<file path="config.mk">
export PLATFORM = sky130hd
export DESIGN_NAME = boolean_propose_scheduler
export DESIGN_NICKNAME = d
export VERILOG_FILES = /design/src/rtl/boolean_propose_scheduler.sv
export SDC_FILE = /design/constraint.sdc
export NUM_CORES = 1
export LEC_CHECK = 0
export CAP_MARGIN = 0
export CORE_UTILIZATION = 50
export CTS_CLUSTER_SIZE = 14
export DETAILED_ROUTE_END_ITERATION = 12
export PLACE_DENSITY = 0.78
export RECOVER_POWER = 100
export REMOVE_ABC_BUFFERS = 1
export SYNTH_ARGS = -nofsm -noshare
export SYNTH_HDL_FRONTEND = slang
export SYNTH_SLANG_ARGS = --single-unit
</file>
<file path="constraint.sdc">
create_clock -name in_clk -period 2.5 [get_ports in_clk]
set_clock_uncertainty 0.15 [all_clocks]
set_input_delay 0.5 -clock in_clk [delete_from_list [all_inputs] [get_ports in_clk]]
set_output_delay 0.5 -clock in_clk [all_outputs]
set_load 0.01 [all_outputs]
</file>
<file path="src/rtl/boolean_propose_scheduler.sv">
// boolean_propose_scheduler: sequences single-bit-flip Boolean proposals for the MCMC solver.
// Optional macro BOOLEAN_PROPOSE_RANDOM_SELECT_EN selects the flip index from a 16-bit LFSR instead of round-robin.
module boolean_propose_scheduler #(
    parameter int NUM_VARS = 2,
    parameter int IDX_W    = 1,
    parameter int ITER_W   = 16
) (
    input  logic                in_clk,
    input  logic                in_rst_n,
    input  logic                in_start,
    input  logic [NUM_VARS-1:0] in_initial_assignment,
    input  logic [ITER_W-1:0]   in_num_iterations,
    input  logic                in_eval_done,
    input  logic                in_accept,
    output logic                out_proposal_valid,
    output logic [IDX_W-1:0]    out_variable_index,
    output logic [NUM_VARS-1:0] out_current_assignment,
    output logic [NUM_VARS-1:0] out_proposed_assignment,
    output logic [ITER_W-1:0]   out_iteration_count,
    output logic                out_busy,
    output logic                out_done
);

    typedef enum logic [1:0] {
        ST_IDLE      = 2'd0,
        ST_PROPOSE   = 2'd1,
        ST_WAIT_EVAL = 2'd2,
        ST_DONE      = 2'd3
    } state_t;

    state_t              state_r;
    state_t              state_nxt_s;
    logic [NUM_VARS-1:0] current_r;
    logic [NUM_VARS-1:0] current_nxt_s;
    logic [NUM_VARS-1:0] proposed_r;
    logic [NUM_VARS-1:0] proposed_nxt_s;
    logic [IDX_W-1:0]    index_r;
    logic [IDX_W-1:0]    index_nxt_s;
    logic [IDX_W-1:0]    sel_index_s;
    logic [ITER_W-1:0]   count_r;
    logic [ITER_W-1:0]   count_nxt_s;
    logic [ITER_W-1:0]   count_inc_s;
    logic [ITER_W-1:0]   num_iter_r;
    logic [ITER_W-1:0]   num_iter_nxt_s;
    logic                last_iter_s;
    logic                valid_r;
    logic                valid_nxt_s;
    logic                busy_r;
    logic                busy_nxt_s;
    logic                done_r;
    logic                done_nxt_s;

    function automatic logic [NUM_VARS-1:0] flip_bit(input logic [NUM_VARS-1:0] vec,
                                                     input logic [IDX_W-1:0]    idx);
        logic [NUM_VARS-1:0] mask;
        mask = NUM_VARS'(1'b1) << idx;
        return vec ^ mask;
    endfunction

`ifdef BOOLEAN_PROPOSE_RANDOM_SELECT_EN
    localparam logic [15:0] LFSR_SEED = 16'hACE1;

    logic [15:0] lfsr_r;
    logic [15:0] lfsr_nxt_s;

    // Fibonacci form of x^16 + x^14 + x^13 + x^11 + 1
    function automatic logic [15:0] lfsr_step(input logic [15:0] v);
        return {v[14:0], v[15] ^ v[13] ^ v[12] ^ v[10]};
    endfunction

    assign sel_index_s = IDX_W'(lfsr_r % 16'(NUM_VARS));
`else
    function automatic logic [IDX_W-1:0] next_rr_index(input logic [IDX_W-1:0] idx);
        logic [IDX_W-1:0] nxt;
        if (idx == IDX_W'(NUM_VARS - 1)) begin
            nxt = {IDX_W{1'b0}};
        end else begin
            nxt = idx + IDX_W'(1);
        end
        return nxt;
    endfunction

    assign sel_index_s = index_r;
`endif

    // The run ends when the iteration about to complete is the N-th one.
    assign count_inc_s = count_r + ITER_W'(1);
    assign last_iter_s = (count_inc_s == num_iter_r);

    // State register
    always_ff @(posedge in_clk or negedge in_rst_n) begin
        if (!in_rst_n) begin
            state_r <= ST_IDLE;
        end else begin
            state_r <= state_nxt_s;
        end
    end

    // Next-state decode
    always_comb begin
        state_nxt_s = state_r;
        case (state_r)
            ST_IDLE: begin
                if (in_start) begin
                    if (in_num_iterations != {ITER_W{1'b0}}) begin
                        state_nxt_s = ST_PROPOSE;
                    end else begin
                        state_nxt_s = ST_DONE;
                    end
                end else begin
                    state_nxt_s = ST_IDLE;
                end
            end
            ST_PROPOSE: begin
                state_nxt_s = ST_WAIT_EVAL;
            end
            ST_WAIT_EVAL: begin
                if (in_eval_done) begin
                    if (last_iter_s) begin
                        state_nxt_s = ST_DONE;
                    end else begin
                        state_nxt_s = ST_PROPOSE;
                    end
                end else begin
                    state_nxt_s = ST_WAIT_EVAL;
                end
            end
            ST_DONE: begin
                state_nxt_s = ST_IDLE;
            end
            default: begin
                state_nxt_s = ST_IDLE;
            end
        endcase
    end

    // Datapath and output next values
    always_comb begin
        current_nxt_s  = current_r;
        proposed_nxt_s = proposed_r;
        index_nxt_s    = index_r;
        count_nxt_s    = count_r;
        num_iter_nxt_s = num_iter_r;
        valid_nxt_s    = valid_r;
`ifdef BOOLEAN_PROPOSE_RANDOM_SELECT_EN
        lfsr_nxt_s     = lfsr_r;
`endif
        case (state_r)
            ST_IDLE: begin
                if (in_start) begin
                    current_nxt_s  = in_initial_assignment;
                    num_iter_nxt_s = in_num_iterations;
                    count_nxt_s    = {ITER_W{1'b0}};
                    index_nxt_s    = {IDX_W{1'b0}};
                    valid_nxt_s    = 1'b0;
`ifdef BOOLEAN_PROPOSE_RANDOM_SELECT_EN
                    lfsr_nxt_s     = LFSR_SEED;
`endif
                end else begin
                    valid_nxt_s    = 1'b0;
                end
            end
            ST_PROPOSE: begin
                index_nxt_s    = sel_index_s;
                proposed_nxt_s = flip_bit(current_r, sel_index_s);
                valid_nxt_s    = 1'b1;
`ifdef BOOLEAN_PROPOSE_RANDOM_SELECT_EN
                lfsr_nxt_s     = lfsr_step(lfsr_r);
`endif
            end
            ST_WAIT_EVAL: begin
                if (in_eval_done) begin
                    if (in_accept) begin
                        current_nxt_s = proposed_r;
                    end else begin
                        current_nxt_s = current_r;
                    end
                    count_nxt_s = count_inc_s;
                    valid_nxt_s = 1'b0;
`ifndef BOOLEAN_PROPOSE_RANDOM_SELECT_EN
                    index_nxt_s = next_rr_index(index_r);
`endif
                end else begin
                    valid_nxt_s = valid_r;
                end
            end
            ST_DONE: begin
                valid_nxt_s = 1'b0;
            end
            default: begin
                valid_nxt_s = 1'b0;
            end
        endcase
        busy_nxt_s = (state_nxt_s != ST_IDLE);
        done_nxt_s = (state_nxt_s == ST_DONE);
    end

    // Datapath and output registers
    always_ff @(posedge in_clk or negedge in_rst_n) begin
        if (!in_rst_n) begin
            current_r  <= {NUM_VARS{1'b0}};
            proposed_r <= {NUM_VARS{1'b0}};
            index_r    <= {IDX_W{1'b0}};
            count_r    <= {ITER_W{1'b0}};
            num_iter_r <= {ITER_W{1'b0}};
            valid_r    <= 1'b0;
            busy_r     <= 1'b0;
            done_r     <= 1'b0;
        end else begin
            current_r  <= current_nxt_s;
            proposed_r <= proposed_nxt_s;
            index_r    <= index_nxt_s;
            count_r    <= count_nxt_s;
            num_iter_r <= num_iter_nxt_s;
            valid_r    <= valid_nxt_s;
            busy_r     <= busy_nxt_s;
            done_r     <= done_nxt_s;
        end
    end

`ifdef BOOLEAN_PROPOSE_RANDOM_SELECT_EN
    // Selection LFSR
    always_ff @(posedge in_clk or negedge in_rst_n) begin
        if (!in_rst_n) begin
            lfsr_r <= LFSR_SEED;
        end else begin
            lfsr_r <= lfsr_nxt_s;
        end
    end
`endif

    assign out_proposal_valid      = valid_r;
    assign out_variable_index      = index_r;
    assign out_current_assignment  = current_r;
    assign out_proposed_assignment = proposed_r;
    assign out_iteration_count     = count_r;
    assign out_busy                = busy_r;
    assign out_done                = done_r;

endmodule
</file>
==> impl_metrics.xml, run 1 <==
<?xml version="1.0" encoding="UTF-8"?>
<metrics>
  <group name="synthesis">
    <metric name="synth_edf_count" unit="">0</metric>
    <metric name="yosys.area.top_type" unit="">sky130_fd_sc_hd__dfrtp_1</metric>
    <metric name="synth_warnings" unit="">0</metric>
    <metric name="async_flop_share" unit="%">100</metric>
    <metric name="sequential_share_of_the_synthesized_area" unit="%">45.7</metric>
    <metric name="share_of_the_synthesized_area_in_the_top_cell_type" unit="%">45.7</metric>
    <metric name="cells_after_synthesis" unit="">233</metric>
    <metric name="synth_seq_cells" unit="">42</metric>
    <metric name="synth_cell_types" unit="">43</metric>
    <metric name="postSynthAreaPerCell" unit="µm²">9.87</metric>
    <metric name="synth.area.top_cells" unit="">sky130_fd_sc_hd__dfrtp_1 46%, sky130_fd_sc_hd__mux2_2 7.8%, sky130_fd_sc_hd__xnor2_1 6.1%</metric>
    <metric name="synthesis.area" unit="µm²">2300</metric>
    <metric name="yosys_most_used_dff" unit="">sky130_fd_sc_hd__dfrtp_1</metric>
  </group>
  <group name="placed_design">
    <metric name="portBuffers" unit="">46</metric>
    <metric name="dpl.hpwl" unit="µm">4220</metric>
    <metric name="detailed_place.area" unit="µm²">2860</metric>
    <metric name="routability_congestion_estimate" unit="">0.879</metric>
    <metric name="place.detailed.instances" unit="">330</metric>
    <metric name="pre_cts_slack" unit="ps">-105</metric>
  </group>
  <group name="route">
    <metric name="via_per_inst" unit="">6.09</metric>
    <metric name="dr_total_vias" unit="">2064</metric>
    <metric name="postRouteAntennaNets" unit="">0</metric>
    <metric name="routed_wire_length_per_instance" unit="µm">17.1</metric>
    <metric name="dr.pass1.iters" unit="">4</metric>
    <metric name="routed_wirelength" unit="µm">5780</metric>
    <metric name="drcViolationCount" unit="">0</metric>
    <metric name="drt_iter0_markers" unit="">228</metric>
  </group>
  <group name="sta">
    <metric name="rsz0062_at_grt" unit="">no</metric>
    <metric name="final_report_setup_violation_count" unit="">0</metric>
    <metric name="final_hold_viol_count" unit="">0</metric>
    <metric name="layout_setup_ws" unit="ps">122</metric>
    <metric name="period_needed" unit="ps">2380</metric>
    <metric name="fin_crit_share" unit="%">95.1</metric>
    <metric name="finalMaxSlewViolations" unit="">29</metric>
    <metric name="slew-limit-headroom" unit="%">-4.18</metric>
    <metric name="max_slew.worst_pin.slew" unit="ps">1560</metric>
    <metric name="maxClockFrequency" unit="MHz">421</metric>
    <metric name="final_hold_slack" unit="ps">364</metric>
  </group>
  <group name="setup_path">
    <metric name="critical_path.max_stage_delay" unit="ps">540</metric>
    <metric name="buf_inv_on_cp" unit="">0</metric>
    <metric name="timing.critical_path.arrival" unit="ps">2470</metric>
    <metric name="category_of_the_worst_setup_path_launch_point" unit="">flop</metric>
    <metric name="cp.required" unit="ps">2590</metric>
    <metric name="cp_top_family" unit="">simple AND/OR/NAND/NOR gates</metric>
    <metric name="endpoint_kind" unit="">flop</metric>
    <metric name="crit_fanout" unit="">5</metric>
    <metric name="critical_path_class" unit="">reg -&gt; reg</metric>
    <metric name="series_of_cell_instances_along_the_critical_path" unit="">ha_4, nand4_1, or4_1, a211o_1, nand3b_1, a41o_1, and2_1</metric>
    <metric name="crit_slowest_cell" unit="">sky130_fd_sc_hd__or4_1</metric>
    <metric name="r2r_setup_slack" unit="ps">120</metric>
  </group>
  <group name="floorplanning">
    <metric name="row_count" unit="">24</metric>
    <metric name="initial_core_util" unit="%">52.5</metric>
    <metric name="core" unit="µm²">4380</metric>
    <metric name="die-area" unit="µm²">4870</metric>
    <metric name="design.portCount" unit="">47</metric>
    <metric name="die_x" unit="µm">69.8</metric>
    <metric name="die_height" unit="µm">69.8</metric>
  </group>
  <group name="clocking">
    <metric name="cts_num_sinks" unit="">42</metric>
    <metric name="numCtsBuffers" unit="">5</metric>
    <metric name="h_tree_level_count" unit="">2</metric>
    <metric name="worstSkewPairLatency" unit="ps">290</metric>
    <metric name="ctsHoldBuffers" unit="">0</metric>
    <metric name="clock_path_buffers" unit="">2</metric>
    <metric name="cts.clk_slew.worst_paths" unit="ps">80</metric>
    <metric name="clk_root_buffer_cell" unit="">sky130_fd_sc_hd__clkbuf_8</metric>
    <metric name="tritoncts" unit="">built</metric>
  </group>
  <group name="min_path">
    <metric name="hold_class" unit="">reg -&gt; reg</metric>
  </group>
  <group name="global_routing">
    <metric name="grt-ovfl-total" unit="">0</metric>
    <metric name="globalRouteTotalUtil" unit="%">25.7</metric>
    <metric name="antenna_violations_before_repair" unit="">0</metric>
    <metric name="grt_pass1_vias" unit="">1993</metric>
    <metric name="largest_net_degree_at_the_start_of_global_routing" unit="">29</metric>
    <metric name="grt_pass1_wl" unit="µm">9810</metric>
  </group>
  <group name="outcome">
    <metric name="outcome" unit="">finished, violations left</metric>
    <metric name="failed_checks" unit="">max-capacitance violations, max-slew violations</metric>
  </group>
  <group name="power_and_ir_drop">
    <metric name="final_total_pwr" unit="µW">2580</metric>
    <metric name="largest_vdd_supply_drop" unit="mV">0.570</metric>
    <metric name="power.density" unit="nW/µm²">874</metric>
    <metric name="static-leakage-power" unit="µW">0.00123</metric>
  </group>
  <group name="layout">
    <metric name="multi_input_area" unit="µm²">1210</metric>
    <metric name="fillCellCount" unit="">372</metric>
    <metric name="layout-drive-gt1-share" unit="%">12.2</metric>
    <metric name="layout_common_cells" unit="">42 x sky130_fd_sc_hd__dfrtp_1, 26 x sky130_fd_sc_hd__o21ai_0, 23 x sky130_fd_sc_hd__dlygate4sd3_1</metric>
    <metric name="syn2layout_area_growth" unit="%">28.2</metric>
    <metric name="design.final.nets" unit="">310</metric>
    <metric name="layout.area.seq" unit="µm²">1050</metric>
    <metric name="finish.instance_area" unit="µm²">2950</metric>
    <metric name="antenna_cells" unit="">0</metric>
    <metric name="mostFrequentLayoutCell" unit="">sky130_fd_sc_hd__dfrtp_1</metric>
    <metric name="final_instance_count_without_filler_cells" unit="">339</metric>
  </group>
  <group name="job">
    <metric name="drv_cap" unit="">1</metric>
  </group>
</metrics>
==> Yosys cell counts (all sizes together) (2+ instances only) <==
master,count
a211oi,2
nor2,11
nand4,8
nand2b,4
xnor2,16
and2,7
o21ai,26
nor2b,2
nand3,10
clkbuf,6
or3,2
a31oi,2
xor2,6
buf,6
dfrtp,42
or4,2
nor3,5
and3,3
o31ai,7
a21oi,6
nor4,5
mux2,16
mux2i,3
inv,4
and4,2
nand2,18
==> what timing repair did <==
item / in CTS / in global routing
endpoints found under the setup margin: 0 / 4
setup buffers: 0 / 1
resized for setup: 0 / 4
hold endpoints to repair: 0 / 0
==> logic make-up after synthesis <==
family                   Yosys count  synth area share [%]
AND/OR/NAND/NOR                   83                  20.0
multiplexers                      19                  9.14
XOR/XNOR                          22                  8.38
adder cells (fa/ha/maj)            1                 0.544
AO/OA/AOI/OAI                     50                  13.3
flip-flops                        42                  45.7
buffers and inverters             16                  2.94
==> layout make-up <==
| class | count | share of cell area, % |
|---|---|---|
| multi-input combinational | 175 | 41.0 |
| sequential | 42 | 35.7 |
| timing repair buffer | 58 | 17.5 |
| clock buffer | 7 | 2.93 |
| tap | 52 | 2.21 |
| inverter | 4 | 0.509 |
| clock inverter | 1 | 0.170 |
==> final timing paths <==
path	from	end	depth (start not counted)
max in group asynchronous	in_rst_n	out_iteration_count[2]	2
max	out_iteration_count[1]	out_done	7
min reg2reg	out_proposed_assignment[1]	out_proposed_assignment[1]	2
max reg2reg	out_iteration_count[1]	out_done	7
min in group asynchronous	in_rst_n	num_iter_r[1]	1
min	out_proposed_assignment[1]	out_proposed_assignment[1]	2
==> layer usage <==
| metal | part of all wire (%) | vias up | track usage [%] |
|---|---|---|---|
| met1 | 43 | 1017 | 34.9 |
| met4 | 2.5 | 0 | 11.1 |
| met3 | 5.3 | 12 | 4.51 |
| met5 | 0 | - | 0 |
| met2 | 49 | 77 | 40.3 |
| li1 | - | 958 | - |
==> flip-flops by register name (all words and copies together) (netlist names) <==
signal / cells
out_proposed_assignment: 2
num_iter_r: 16
out_variable_index: 1
out_proposal_valid: 1
out_done: 1
out_current_assignment: 2
out_iteration_count: 16
state_r: 2
out_busy: 1
==> stage by stage <==
stage,util (%),TNS [ps]
3_3_place_gp,65.1,-102
2_1_floorplan,-,-11520
3_5_place_dp,65.1,-289
4_1_cts,67.2,0
6_report,67.2,0
5_1_grt,67.2,0
==> tightest hold or removal path, cell delays in order (launching register included) <==
cell and delay [ps]:
sky130_fd_sc_hd__dfrtp_1 360, sky130_fd_sc_hd__nand2_1 50, sky130_fd_sc_hd__o21ai_0 60
==> where the power goes <==
part	internal, µW	switching, µW	total [µW]
logic	534	492	1030
registers	902	197	1100
clock network	223	230	453
(Power assumes the default switching activity.)
==> inputs of run 2 (changes only) <==
Settings changed: CAP_MARGIN 0 to 25.
==> impl_metrics.xml, run 2 (synthesized netlist as in run 1, its figures left out) <==
<?xml version="1.0" encoding="UTF-8"?>
<metrics>
  <group name="outcome">
    <metric name="outcome" unit="">finished, violations left</metric>
    <metric name="failed_checks" unit="">max-capacitance violations</metric>
  </group>
  <group name="sta">
    <metric name="maxClockFrequency" unit="MHz">419</metric>
    <metric name="finalMaxSlewViolations" unit="">0</metric>
    <metric name="rsz0062_at_grt" unit="">no</metric>
    <metric name="fin_crit_share" unit="%">95.6</metric>
    <metric name="final_hold_viol_count" unit="">0</metric>
    <metric name="slew-limit-headroom" unit="%">0.329</metric>
    <metric name="final_report_setup_violation_count" unit="">0</metric>
    <metric name="max_slew.worst_pin.slew" unit="ps">1500</metric>
    <metric name="period_needed" unit="ps">2390</metric>
  </group>
  <group name="route">
    <metric name="drcViolationCount" unit="">0</metric>
    <metric name="drt_iter0_markers" unit="">316</metric>
    <metric name="route.top_layer_used" unit="">met4</metric>
    <metric name="dr.pass1.iters" unit="">5</metric>
    <metric name="postRouteAntennaNets" unit="">0</metric>
    <metric name="met3WireLength" unit="µm">314</metric>
    <metric name="dr_total_vias" unit="">2106</metric>
    <metric name="via_per_inst" unit="">6.18</metric>
    <metric name="routed_wire_length_per_instance" unit="µm">16.9</metric>
    <metric name="wl_met2" unit="µm">2820</metric>
    <metric name="m1WireLength" unit="µm">2450</metric>
    <metric name="routed_wirelength" unit="µm">5760</metric>
  </group>
  <group name="setup_path">
    <metric name="endpoint_kind" unit="">flop</metric>
    <metric name="crit_slowest_cell" unit="">sky130_fd_sc_hd__or4_1</metric>
    <metric name="critical_path_class" unit="">reg -&gt; reg</metric>
    <metric name="worst-path-stages" unit="">7</metric>
    <metric name="cp.required" unit="ps">2590</metric>
    <metric name="series_of_cell_instances_along_the_critical_path" unit="">ha_4, nand4_1, or4_1, a211o_1, nand3b_1, a41o_1, and2_1</metric>
    <metric name="critical_path.max_stage_delay" unit="ps">540</metric>
    <metric name="category_of_the_worst_setup_path_launch_point" unit="">flop</metric>
    <metric name="rr_worst_depth" unit="">7</metric>
    <metric name="cp_top_family" unit="">simple AND/OR/NAND/NOR gates</metric>
    <metric name="timing.critical_path.arrival" unit="ps">2480</metric>
    <metric name="buf_inv_on_cp" unit="">0</metric>
    <metric name="crit_fanout" unit="">5</metric>
  </group>
  <group name="placed_design">
    <metric name="routability_congestion_estimate" unit="">0.879</metric>
    <metric name="portBuffers" unit="">46</metric>
    <metric name="dpl.hpwl" unit="µm">4220</metric>
  </group>
  <group name="global_routing">
    <metric name="grt-ovfl-total" unit="">0</metric>
    <metric name="antenna_violations_before_repair" unit="">0</metric>
    <metric name="grt_pass1_wl" unit="µm">9810</metric>
    <metric name="globalRouteTotalUtil" unit="%">25.7</metric>
    <metric name="largest_net_degree_at_the_start_of_global_routing" unit="">29</metric>
    <metric name="grt_pass1_vias" unit="">1993</metric>
  </group>
  <group name="min_path">
    <metric name="worstHoldPathCells" unit="">2</metric>
    <metric name="hold_class" unit="">reg -&gt; reg</metric>
  </group>
  <group name="clocking">
    <metric name="clk_root_buffer_cell" unit="">sky130_fd_sc_hd__clkbuf_8</metric>
    <metric name="cts_num_sinks" unit="">42</metric>
    <metric name="ctsHoldBuffers" unit="">0</metric>
    <metric name="h_tree_level_count" unit="">2</metric>
    <metric name="numCtsBuffers" unit="">5</metric>
    <metric name="clock_path_buffers" unit="">2</metric>
    <metric name="cts.clk_slew.worst_paths" unit="ps">80</metric>
    <metric name="worstSkewPairLatency" unit="ps">290</metric>
    <metric name="tritoncts" unit="">built</metric>
  </group>
  <group name="power_and_ir_drop">
    <metric name="final_total_pwr" unit="µW">2580</metric>
    <metric name="power.density" unit="nW/µm²">872</metric>
    <metric name="static-leakage-power" unit="µW">0.00124</metric>
    <metric name="largest_vdd_supply_drop" unit="mV">0.571</metric>
  </group>
  <group name="floorplanning">
    <metric name="die_height" unit="µm">69.8</metric>
    <metric name="initial_core_util" unit="%">52.5</metric>
    <metric name="core" unit="µm²">4380</metric>
    <metric name="die-area" unit="µm²">4870</metric>
    <metric name="design.portCount" unit="">47</metric>
    <metric name="row_count" unit="">24</metric>
    <metric name="die_x" unit="µm">69.8</metric>
  </group>
  <group name="layout">
    <metric name="syn2layout_area_growth" unit="%">28.7</metric>
    <metric name="antenna_cells" unit="">0</metric>
    <metric name="mostFrequentLayoutCell" unit="">sky130_fd_sc_hd__dfrtp_1</metric>
    <metric name="postLayoutCoreUtil" unit="%">67.5</metric>
    <metric name="layout-drive-gt1-share" unit="%">12.5</metric>
    <metric name="layout_common_cells" unit="">42 x sky130_fd_sc_hd__dfrtp_1, 26 x sky130_fd_sc_hd__o21ai_0, 23 x sky130_fd_sc_hd__dlygate4sd3_1</metric>
    <metric name="design.final.nets" unit="">312</metric>
  </group>
  <group name="job">
    <metric name="drv_cap" unit="">1</metric>
  </group>
</metrics>
## run 2: power breakdown
group,switching (µW),internal [µW]
sequential,195,902
combinational,494,540
clock,226,223
## run 2: cell type report
cell class / count / area [µm²]
inverter: 4 / 15.0
clock buffer: 7 / 86.3
sequential: 42 / 1050
tap: 52 / 65.1
timing repair buffer: 60 / 531
clock inverter: 1 / 5.00
multi-input combinational: 175 / 1210
fill: 369 / 1420
## run 2: metal layers
layer  global-route usage, %  vias to the layer above
met3                    4.51                       18
li1                        -                      959
met1                    34.9                     1017
met5                       0                        -
met2                    40.3                      112
met4                    11.1                        0
## run 2: final timing paths
check / startpoint / end / slack, ps
max in group asynchronous: in_rst_n / out_busy / 780
min: out_proposed_assignment[1] / out_proposed_assignment[1] / 360
min reg2reg: out_proposed_assignment[1] / out_proposed_assignment[1] / 360
min in group asynchronous: in_rst_n / out_iteration_count[6] / 400
max reg2reg: out_iteration_count[1] / out_done / 110
max: out_iteration_count[1] / out_done / 110
## run 2: per-stage QoR
stage               std cells  setup WS (ps)  TNS, ps  instance area [µm²]  hold slack (ps)
floorplan                 221           -550   -11520                 2250             54.4
global placement          330          -51.4     -102                 2860              343
finish                    341            111        0                 2960              362
detailed placement        330           -105     -289                 2860              354
global route              341           27.7        0                 2960              396
CTS                       338           35.6        0                 2950             85.9
## run 2: repair_timing
item	4_1_cts	5_1_grt
buffers inserted	0	2
gates resized for setup	0	3
setup endpoints to repair	0	2
## run 2: worst reg2reg max path, cell delays in order (launching register included)
cell and delay (ps):
sky130_fd_sc_hd__dfrtp_1 480, sky130_fd_sc_hd__ha_4 210, sky130_fd_sc_hd__nand4_1 220, sky130_fd_sc_hd__or4_1 540, sky130_fd_sc_hd__a211o_1 310, sky130_fd_sc_hd__nand3b_1 100, sky130_fd_sc_hd__a41o_1 210, sky130_fd_sc_hd__and2_1 130
==> inputs of run 3 (changes only) <==
Settings changed: PLACE_DENSITY 0.78 to not set, PLACE_DENSITY_LB_ADDON set to 0.15.
==> impl_metrics.xml, run 3 (synthesized netlist as in run 1, its figures left out) <==
<?xml version="1.0" encoding="UTF-8"?>
<metrics>
  <group name="outcome">
    <metric name="outcome" unit="">completed</metric>
  </group>
  <group name="placed_design">
    <metric name="pre_cts_slack" unit="ps">220</metric>
    <metric name="portBuffers" unit="">46</metric>
    <metric name="routability_congestion_estimate" unit="">0.900</metric>
    <metric name="place.detailed.instances" unit="">336</metric>
    <metric name="dpl.hpwl" unit="µm">4280</metric>
  </group>
  <group name="clocking">
    <metric name="clk_root_buffer_cell" unit="">sky130_fd_sc_hd__clkbuf_8</metric>
    <metric name="ctsHoldBuffers" unit="">0</metric>
    <metric name="postCtsSetupBuffers" unit="">0</metric>
    <metric name="h_tree_level_count" unit="">2</metric>
    <metric name="clock_path_buffers" unit="">2</metric>
    <metric name="cts.clk_slew.worst_paths" unit="ps">90</metric>
    <metric name="worstSkewPairLatency" unit="ps">300</metric>
    <metric name="numCtsBuffers" unit="">5</metric>
    <metric name="post_cts.resized_instances" unit="">0</metric>
    <metric name="tritoncts" unit="">built</metric>
    <metric name="cts_num_sinks" unit="">42</metric>
  </group>
  <group name="power_and_ir_drop">
    <metric name="static-leakage-power" unit="µW">0.00124</metric>
    <metric name="power.net_switching" unit="µW">921</metric>
    <metric name="power_frac_comb" unit="%">40.3</metric>
    <metric name="power.density" unit="nW/µm²">876</metric>
    <metric name="p_int" unit="µW">1680</metric>
    <metric name="largest_vdd_supply_drop" unit="mV">0.550</metric>
    <metric name="power.share.switching" unit="%">35.4</metric>
    <metric name="p_clk_share" unit="%">17.8</metric>
    <metric name="pwr-share-seq" unit="%">41.9</metric>
  </group>
  <group name="layout">
    <metric name="syn2layout_area_growth" unit="%">29.0</metric>
    <metric name="multi_input_area" unit="µm²">1180</metric>
    <metric name="design.final.nets" unit="">315</metric>
    <metric name="mostFrequentLayoutCell" unit="">sky130_fd_sc_hd__dfrtp_1</metric>
    <metric name="layout_common_cells" unit="">42 x sky130_fd_sc_hd__dfrtp_1, 26 x sky130_fd_sc_hd__o21ai_0, 24 x sky130_fd_sc_hd__dlygate4sd3_1</metric>
    <metric name="layout.area.seq" unit="µm²">1050</metric>
    <metric name="antenna_cells" unit="">0</metric>
    <metric name="layout-drive-gt1-share" unit="%">13.7</metric>
    <metric name="fillCellCount" unit="">378</metric>
    <metric name="final_instance_count_without_filler_cells" unit="">344</metric>
  </group>
  <group name="sta">
    <metric name="layout_setup_ws" unit="ps">159</metric>
    <metric name="rsz0062_at_grt" unit="">no</metric>
    <metric name="final_hold_viol_count" unit="">0</metric>
    <metric name="finalSetupTns" unit="ps">0</metric>
    <metric name="final_report_setup_violation_count" unit="">0</metric>
    <metric name="fin_crit_share" unit="%">93.6</metric>
    <metric name="period_needed" unit="ps">2340</metric>
    <metric name="slew-limit-headroom" unit="%">29.7</metric>
    <metric name="maxClockFrequency" unit="MHz">427</metric>
    <metric name="finalMaxSlewViolations" unit="">0</metric>
    <metric name="max_slew.worst_pin.slew" unit="ps">1050</metric>
  </group>
  <group name="route">
    <metric name="via_per_inst" unit="">5.79</metric>
    <metric name="drcViolationCount" unit="">0</metric>
    <metric name="dr.pass1.iters" unit="">4</metric>
    <metric name="drt_iter0_markers" unit="">171</metric>
    <metric name="routed_wirelength" unit="µm">5620</metric>
    <metric name="dr_total_vias" unit="">1991</metric>
    <metric name="postRouteAntennaNets" unit="">0</metric>
    <metric name="routed_wire_length_per_instance" unit="µm">16.3</metric>
  </group>
  <group name="floorplanning">
    <metric name="core" unit="µm²">4380</metric>
    <metric name="die_x" unit="µm">69.8</metric>
    <metric name="design.portCount" unit="">47</metric>
    <metric name="die-area" unit="µm²">4870</metric>
    <metric name="initial_core_util" unit="%">52.5</metric>
    <metric name="die_height" unit="µm">69.8</metric>
    <metric name="row_count" unit="">24</metric>
  </group>
  <group name="global_routing">
    <metric name="grt_pass1_wl" unit="µm">9370</metric>
    <metric name="largest_net_degree_at_the_start_of_global_routing" unit="">43</metric>
    <metric name="grt_pass1_vias" unit="">1913</metric>
    <metric name="globalRouteTotalUtil" unit="%">24.8</metric>
    <metric name="antenna_violations_before_repair" unit="">0</metric>
    <metric name="grt-ovfl-total" unit="">0</metric>
  </group>
  <group name="setup_path">
    <metric name="critical_path_class" unit="">reg -&gt; reg</metric>
    <metric name="series_of_cell_instances_along_the_critical_path" unit="">ha_1, nand4_1, nor4_2, xnor2_1, a311oi_1, a41o_1, and2_1</metric>
    <metric name="cp_top_family" unit="">simple AND/OR/NAND/NOR gates</metric>
    <metric name="timing.critical_path.arrival" unit="ps">2430</metric>
    <metric name="category_of_the_worst_setup_path_launch_point" unit="">flop</metric>
    <metric name="cp.required" unit="ps">2590</metric>
    <metric name="crit_fanout" unit="">5</metric>
    <metric name="endpoint_kind" unit="">flop</metric>
    <metric name="buf_inv_on_cp" unit="">0</metric>
    <metric name="crit_slowest_cell" unit="">sky130_fd_sc_hd__nor4_2</metric>
    <metric name="r2r_setup_slack" unit="ps">160</metric>
    <metric name="critical_path.max_stage_delay" unit="ps">450</metric>
  </group>
  <group name="job">
    <metric name="drv_cap" unit="">0</metric>
  </group>
  <group name="min_path">
    <metric name="hold_class" unit="">in -&gt; async</metric>
  </group>
</metrics>
## run 3: path summary, 6_finish.rpt
check | from | to | cells past startpoint
max | out_iteration_count[1] | out_done | 7
min | in_rst_n | out_proposal_valid | 2
max reg2reg | out_iteration_count[1] | out_done | 7
min reg2reg | out_proposed_assignment[1] | out_proposed_assignment[1] | 2
max in group asynchronous | in_rst_n | out_iteration_count[13] | 2
min in group in_clk | out_proposed_assignment[1] | out_proposed_assignment[1] | 2
## run 3: power groups by stage
| stage | clock [µW] | sequential (µW) | combinational [µW] |
|---|---|---|---|
| 4_1_cts | 472 | 1100 | 1110 |
| 2_1_floorplan | 0 | 1090 | 638 |
| 5_1_grt | 502 | 1120 | 1150 |
| 3_5_place_dp | 0 | 1110 | 1100 |
| 3_3_place_gp | 0 | 1100 | 1080 |
| 6_report | 463 | 1090 | 1050 |
## run 3: per-stage QoR
step | util, % | hold slack (ps) | power [µW] | cell area [µm²]
2_1_floorplan | - | 54.4 | 1730 | 2250
3_3_place_gp | 66.2 | 340 | 2180 | 2900
3_5_place_dp | 66.2 | 361 | 2210 | 2900
4_1_cts | 68.3 | 136 | 2670 | 3000
5_1_grt | 67.7 | 401 | 2770 | 2970
6_report | 67.7 | 311 | 2600 | 2970
## run 3: area by class of cell
type | instances | share of cell area (%)
inverters | 4 | 0.506
flip-flops and latches | 42 | 35.4
repair buffers | 63 | 18.9
clock inverters | 1 | 0.295
well taps | 52 | 2.19
multi-input cells | 175 | 39.8
clock buffers | 7 | 2.91
## run 3: routing by layer
layer  part of all wire (%)  global-route usage (%)
met1                     47                    34.6
met2                     48                    39.2
met3                    4.6                    6.10
met4                   0.87                    5.33
met5                      0                       0
